### src/rtl/imem_access_arbiter.sv
// rtl/imem_access_arbiter.sv - single-port instruction memory arbiter for IF fetch and loader/debug port
//
// Purpose:
//   Serialises accesses from the IF stage (read-only) and the program
//   loader/debug port (word read/write) onto one instruction memory that
//   uses a variable-latency busywait handshake. One access is in flight at
//   a time. Misaligned addresses are answered locally. Memory accesses that
//   stay busy for too long are aborted. Both cases raise a sticky error.
//
// Ports:
//   CLK, RESET                       clock, synchronous active-high reset
//   FETCH_REQ/ADDR -> ACK/INSTR      IF stage read channel, FETCH_STALL while pending
//   LD_REQ/WE/ADDR/WDATA -> ACK/RDATA loader channel
//   MEM_ADDRESS/READ/WRITE/WRITEDATA memory request side
//   MEM_READDATA/BUSYWAIT            memory response side
//   ERR, ERR_CODE                    sticky error flag and first error cause
//
// Optional feature:
//   IMEM_ARB_RR_EN - when defined, simultaneous requests alternate between
//   fetch and loader (fetch wins the first conflict) and LOADER_PRIO is ignored.

module imem_access_arbiter #(
  parameter int ADDR_W      = 32,
  parameter int TIMEOUT     = 15,
  parameter bit LOADER_PRIO = 1'b1
) (
  input  logic              CLK,
  input  logic              RESET,
  input  logic              FETCH_REQ,
  input  logic [ADDR_W-1:0] FETCH_ADDR,
  output logic              FETCH_ACK,
  output logic [31:0]       FETCH_INSTR,
  output logic              FETCH_STALL,
  input  logic              LD_REQ,
  input  logic              LD_WE,
  input  logic [ADDR_W-1:0] LD_ADDR,
  input  logic [31:0]       LD_WDATA,
  output logic              LD_ACK,
  output logic [31:0]       LD_RDATA,
  output logic [ADDR_W-1:0] MEM_ADDRESS,
  output logic              MEM_READ,
  output logic              MEM_WRITE,
  output logic [31:0]       MEM_WRITEDATA,
  input  logic [31:0]       MEM_READDATA,
  input  logic              MEM_BUSYWAIT,
  output logic              ERR,
  output logic [1:0]        ERR_CODE
);

  localparam logic [1:0] S_IDLE  = 2'd0;
  localparam logic [1:0] S_FETCH = 2'd1;
  localparam logic [1:0] S_LOAD  = 2'd2;
  localparam logic [1:0] S_DONE  = 2'd3;

  localparam logic [1:0] E_TIMEOUT  = 2'b01;
  localparam logic [1:0] E_MIS_FET  = 2'b10;
  localparam logic [1:0] E_MIS_LD   = 2'b11;

  localparam logic [31:0] NOP_INSTR   = 32'h0000_0013;
  localparam logic [7:0]  TIMEOUT_CNT = 8'(TIMEOUT);

  logic [1:0]        state_q, state_d;
  logic [ADDR_W-1:0] addr_q, addr_d;
  logic              we_q, we_d;
  logic [31:0]       wdata_q, wdata_d;
  logic              owner_q, owner_d;       // 1 = loader owns the current access
  logic [7:0]        cnt_q, cnt_d;
  logic [31:0]       fetch_instr_q, fetch_instr_d;
  logic [31:0]       ld_rdata_q, ld_rdata_d;
  logic              err_q, err_d;
  logic [1:0]        err_code_q, err_code_d;

  logic              grant_ld;
  logic [ADDR_W-1:0] sel_addr;
  logic [7:0]        cnt_inc;

`ifdef IMEM_ARB_RR_EN
  logic last_q, last_d;                      // 1 = loader received the last grant

  always_comb begin
    if (FETCH_REQ && LD_REQ) grant_ld = ~last_q;
    else                     grant_ld = LD_REQ;
  end
`else
  always_comb begin
    if (FETCH_REQ && LD_REQ) grant_ld = LOADER_PRIO;
    else                     grant_ld = LD_REQ;
  end
`endif

  assign sel_addr = grant_ld ? LD_ADDR : FETCH_ADDR;
  assign cnt_inc  = cnt_q + 8'd1;

  always_comb begin
    state_d       = state_q;
    addr_d        = addr_q;
    we_d          = we_q;
    wdata_d       = wdata_q;
    owner_d       = owner_q;
    cnt_d         = cnt_q;
    fetch_instr_d = fetch_instr_q;
    ld_rdata_d    = ld_rdata_q;
    err_d         = err_q;
    err_code_d    = err_code_q;
`ifdef IMEM_ARB_RR_EN
    last_d        = last_q;
`endif

    case (state_q)
      S_IDLE: begin
        if (FETCH_REQ || LD_REQ) begin
          owner_d = grant_ld;
          addr_d  = sel_addr;
          we_d    = grant_ld & LD_WE;
          wdata_d = grant_ld ? LD_WDATA : 32'd0;
          cnt_d   = 8'd0;
`ifdef IMEM_ARB_RR_EN
          last_d  = grant_ld;
`endif
          if (sel_addr[1:0] != 2'b00) begin
            // Misaligned: never touch memory, answer with zero data next cycle.
            state_d = S_DONE;
            if (grant_ld) ld_rdata_d    = 32'd0;
            else          fetch_instr_d = 32'd0;
            if (!err_q) begin
              err_d      = 1'b1;
              err_code_d = grant_ld ? E_MIS_LD : E_MIS_FET;
            end
          end else begin
            state_d = grant_ld ? S_LOAD : S_FETCH;
          end
        end
      end

      S_FETCH, S_LOAD: begin
        if (!MEM_BUSYWAIT) begin
          // Loader writes leave LD_RDATA untouched; only reads return data.
          if (!owner_q)   fetch_instr_d = MEM_READDATA;
          else if (!we_q) ld_rdata_d    = MEM_READDATA;
          state_d = S_DONE;
        end else if (cnt_inc == TIMEOUT_CNT) begin
          // A stalled fetch is fed a NOP so the pipeline can keep moving.
          if (!owner_q) fetch_instr_d = NOP_INSTR;
          else          ld_rdata_d    = 32'd0;
          cnt_d   = cnt_inc;
          state_d = S_DONE;
          if (!err_q) begin
            err_d      = 1'b1;
            err_code_d = E_TIMEOUT;
          end
        end else begin
          cnt_d = cnt_inc;
        end
      end

      default: begin
        state_d = S_IDLE;
      end
    endcase
  end

  always_ff @(posedge CLK) begin
    if (RESET) begin
      state_q       <= S_IDLE;
      addr_q        <= '0;
      we_q          <= 1'b0;
      wdata_q       <= 32'd0;
      owner_q       <= 1'b0;
      cnt_q         <= 8'd0;
      fetch_instr_q <= 32'd0;
      ld_rdata_q    <= 32'd0;
      err_q         <= 1'b0;
      err_code_q    <= 2'b00;
`ifdef IMEM_ARB_RR_EN
      last_q        <= 1'b1;
`endif
    end else begin
      state_q       <= state_d;
      addr_q        <= addr_d;
      we_q          <= we_d;
      wdata_q       <= wdata_d;
      owner_q       <= owner_d;
      cnt_q         <= cnt_d;
      fetch_instr_q <= fetch_instr_d;
      ld_rdata_q    <= ld_rdata_d;
      err_q         <= err_d;
      err_code_q    <= err_code_d;
`ifdef IMEM_ARB_RR_EN
      last_q        <= last_d;
`endif
    end
  end

  // Strobes decode from state, so leaving FETCH/LOAD drops them on the next cycle.
  assign MEM_ADDRESS   = addr_q;
  assign MEM_WRITEDATA = wdata_q;
  assign MEM_READ      = (state_q == S_FETCH) || ((state_q == S_LOAD) && !we_q);
  assign MEM_WRITE     = (state_q == S_LOAD) && we_q;

  assign FETCH_ACK     = (state_q == S_DONE) && !owner_q;
  assign LD_ACK        = (state_q == S_DONE) && owner_q;
  assign FETCH_INSTR   = fetch_instr_q;
  assign LD_RDATA      = ld_rdata_q;
  assign FETCH_STALL   = FETCH_REQ & ~FETCH_ACK;

  assign ERR           = err_q;
  assign ERR_CODE      = err_code_q;

endmodule

### config.mk
export PLATFORM = sky130hd
export DESIGN_NAME = imem_access_arbiter
export DESIGN_NICKNAME = d
export VERILOG_FILES = /design/src/rtl/imem_access_arbiter.sv
export SDC_FILE = /design/constraint.sdc
export NUM_CORES = 1
export LEC_CHECK = 0
export ABC_AREA = 1
export CORE_MARGIN = 2
export CORE_UTILIZATION = 39
export CTS_BUF_LIST = sky130_fd_sc_hd__clkbuf_4
export CTS_CLUSTER_SIZE = 28
export DETAILED_ROUTE_END_ITERATION = 8
export GPL_ROUTABILITY_DRIVEN = 0
export GPL_TIMING_DRIVEN = 0
export PLACE_DENSITY_LB_ADDON = 0.2
export REMOVE_ABC_BUFFERS = 1
export SLEW_MARGIN = 10
export SYNTH_ARGS = -nofsm -noshare
export SYNTH_HDL_FRONTEND = slang
export SYNTH_SLANG_ARGS = --single-unit
export TNS_END_PERCENT = 10
### constraint.sdc
create_clock -name CLK -period 2 [get_ports CLK]
set_input_delay 0.3 -clock CLK [delete_from_list [all_inputs] [get_ports CLK]]
set_output_delay 0.3 -clock CLK [all_outputs]
set_load 0.03 [all_outputs]
==> results_dict.tcl <==
set metrics [dict create \
    synth_top_cell_by_area "dfxtp_1" \
    reg2reg_to "LD_RDATA[29]$_SDFFE_PP0P_" \
    die-area_sq_um 16600 \
    yosys_warnings 0 \
    ctsHoldBuffers 0 \
    synth_compound_area_frac 0.148 \
    rows 45 \
    endpoint_kind "register" \
    die_y_um 129 \
    drive_gt1_frac 0.111 \
    cp.depth 14 \
    syn_area_per_cell_sq_um 7.03 \
    worstSkewPairLatency_ps 560 \
    worst_path_max_delay_cell "dfxtp_4" \
    synthAdderAreaFrac 0.0144 \
    final_cell_area_sq_um 9740 \
    first_pass_iters 5 \
    antenna_found_initial 1 \
    synth-xor-area-share 0 \
    drt_iter0_markers 397 \
    cp_cell_sequence "ha_4 > inv_2 > nand2_2 > nand2_2 > nor2_2 > nand3_1 > nor2_2 > buf_4 > nand3_2 > nand2_4 > nor2_4 > buf_4 > o21ai_1 > nor2_1" \
    drv_slew 0 \
    synth_top_family_by_area "simple AND/OR/NAND/NOR gates" \
    wl_mm 20.8 \
    synth_area_sq_um 6060 \
    h-tree-depth 4 \
    min_from "RESET" \
    clock-sinks 143 \
    max_stage_delay_ps 400 \
    cts_buffers 17 \
    max-cap-violations 0 \
    grt_start_max_net_pins 78 \
    pwr_density_cell_nw_per_um2 1650 \
    post_dp_cell_area_sq_um 8830 \
    fmax_mhz 500 \
    antenna_left 0 \
    outcome "finished with violations" \
    synthTopCellsByArea "dfxtp_1 (47%), nand2_1 (16%), nor2_1 (8.0%)" \
    cts_tree "done" \
    drc 0 \
    io_pins 270 \
    path_buf_inv 3 \
    fin_util 0.641 \
    combPwrFrac 0.619 \
    hpwl_mm 12.7 \
    synth_top_area_share 0.472 \
    root_buffer "clkbuf_4" \
    setup_slack_ps -1.24 \
    crit_family "simple AND/OR/NAND/NOR gates" \
    grt_pass1_vias 6194 \
    synthSimpleGateAreaFrac 0.298 \
    min_period_ps 2000 \
    areaGrowthSynthToFinish_pct 60.6 \
    synth_edf_count 0 \
    layout.cells.non_filler 1337 \
    synthArstFlopShare 0 \
    grt_usage 0.246 \
    critPathMaxFanout 4 \
    routedWlPerCell_um 15.6 \
    holdCritPathClass "input port to register" \
    place_inst 1266 \
    fin_nets 1276 \
    max_slew_margin 0.702 \
    ff2ff_path_depth 14 \
    synthFlopType "dfxtp_1" \
    violations "negative setup slack" \
    fin_skew_ps 17.1 \
    synth_cell_types 30 \
    worstSetupEndpoint "LD_RDATA[29]$_SDFFE_PP0P_" \
    die_w_um 129 \
    clock_power_share 0.116 \
    postSynthCellCount 862 \
    synth.area.mux_share 0 \
    rr_startpoint "cnt_q[1]$_SDFFE_PP0P_" \
    timing.critical_path.arrival_ps 2470 \
    max-vdd-ir-drop_uv 704 \
    io_buffer_count 269 \
    start_util 0.399 \
    tightest_slew_ps 450 \
    worstSetupPathType "register to register" \
    num_vias 6632 \
    p_leak_nw 4.45 \
    coreArea_sq_um 15200 \
    grt_pass1_wl_mm 31.8 \
    rrSetupSlack_ps -1 \
    ys_ff_latch 143 \
    vias_per_cell 4.96 \
    whs_ps 147 \
    switching_share 0.481 \
    period_share 1.00 \
    required_ps 2460 \
    seq_area_frac_synth 0.472 \
    p_sw_mw 7.74 \
    clk_pin_slew_ps 150 \
    clk_path_buf_depth 2 \
    hold_viol_final 0 \
    crit_start "cnt_q[1]$_SDFFE_PP0P_" \
    finalSetupViolCount 2 \
    internal_power_mw 8.36 \
    rsz0062_at_grt "yes" \
    grt_overflow 0 \
    seqPwrFrac 0.265 \
    cp-start-kind "register" \
    place_ws_ps -1940 \
]
[cell families (layout without fill, tap and decap cells)]
| group | after synthesis | in the layout |
|---|---|---|
| compound gates | 164 | 164 |
| simple gates | 448 | 455 |
| other cells | 0 | 1 |
| flops | 143 | 143 |
| fa+ha+maj | 7 | 7 |
| buf+inv | 100 | 379 |
[cell usage after synthesis (3+ instances only)]
library cell / number
nand2_1: 264
dfxtp_1: 143
nor2_1: 129
a21oi_1: 62
o21ai_0: 54
clkbuf_1: 40
inv_1: 39
nand3_1: 39
a31oi_1: 31
o21bai_1: 12
buf_2: 8
ha_1: 7
buf_4: 6
buf_1: 3
clkinv_1: 3
nand2_2: 3
nand4_1: 3
[cell type report]
| cell class | instances | area, sq um |
|---|---|---|
| timing repair buffer | 303 | 3110 |
| multi-input combinational | 626 | 3030 |
| sequential | 143 | 2890 |
| clock inverter | 15 | 151 |
| fill | 1366 | 5460 |
| antenna | 1 | 2.50 |
| timing repair inverter | 1 | 8.76 |
| tap | 188 | 235 |
| clock buffer | 17 | 128 |
| inverter | 43 | 189 |
[what timing repair did]
item / 4_1_cts / 5_1_grt
buffers inserted: 22 / 8
hold endpoints to repair: 0 / 0
pin swaps: 15 / 20
resized for setup: 60 / 70
cloned: 8 / 0
endpoints found under the setup margin: 149 / 100
[per-stage QoR]
stage,TNS [ps],total power [mW]
final,-2.46,16.1
after global routing,-6540,17.2
after CTS,-70.1,15.9
after detailed placement,-165540,12.6
after global placement,-551820,12.4
after floorplan,-106070,9.32
[registers in the layout (all words and copies together) (netlist names)]
name	count
cnt_q	8
LD_RDATA	32
FETCH_INSTR	32
ERR	1
owner_q	1
MEM_ADDRESS	32
state_q	2
ERR_CODE	2
we_q	1
MEM_WRITEDATA	32
[placed cells by master, fill, tap and decap left out, types with 3 or more instances in the layout]
cell type	instances
clkdlybuf4s50_1	230
clkinv_4	5
o21ai_0	49
nand2_8	4
dfxtp_4	5
buf_6	3
nand4_1	4
inv_2	4
buf_4	24
inv_1	34
ha_1	5
buf_12	7
nand2_1	255
nor2_2	4
nand2_2	7
o21bai_1	12
dlygate4sd2_1	3
dlymetal6s2s_1	29
a21oi_1	60
clkbuf_4	17
a31oi_1	31
o21ai_1	6
dfxtp_1	135
nor2_1	125
nand3_1	37
inv_6	7
dfxtp_2	3
buf_2	4
nor2_4	9
[worst register-to-register path, stage by stage (launching register included)]
cell and delay, ps:
dfxtp_4 400, ha_4 160, inv_2 40, nand2_2 50, nand2_2 60, nor2_2 90, nand3_1 100, nor2_2 150
buf_4 120, nand3_2 120, nand2_4 200, nor2_4 60, buf_4 160, o21ai_1 150, nor2_1 60
[worst min path at each step]
stage,endpoint,cells after the start
6_report,MEM_WRITEDATA[22]$_SDFFE_PP0P_,2
5_1_grt,MEM_WRITEDATA[5]$_SDFFE_PP0P_,2
4_1_cts,cnt_q[2]$_SDFFE_PP0P_,2
3_5_place_dp,MEM_ADDRESS[1]$_SDFFE_PP0P_,2
3_3_place_gp,MEM_ADDRESS[1]$_SDFFE_PP0P_,2
2_1_floorplan,LD_RDATA[17]$_SDFFE_PP0P_,1
[routing by layer]
metal | vias up | share of wire | GRT usage
met4 | 0 | 0.025 | 0.0825
met3 | 35 | 0.096 | 0.0911
met5 | - | 0 | 0
met1 | 2998 | 0.40 | 0.291
li1 | 3339 | - | -
met2 | 260 | 0.48 | 0.414
[power by group through the flow]
| stage | logic, mW | clock network [mW] | registers, mW |
|---|---|---|---|
| final | 9.96 | 1.87 | 4.26 |
| after global routing | 10.8 | 2.05 | 4.37 |
| after CTS | 9.70 | 1.92 | 4.25 |
| after detailed placement | 8.25 | 0 | 4.30 |
| after global placement | 8.15 | 0 | 4.27 |
| after floorplan | 3.33 | 0 | 5.99 |
Note: power is estimated with default switching activity, not from simulation.
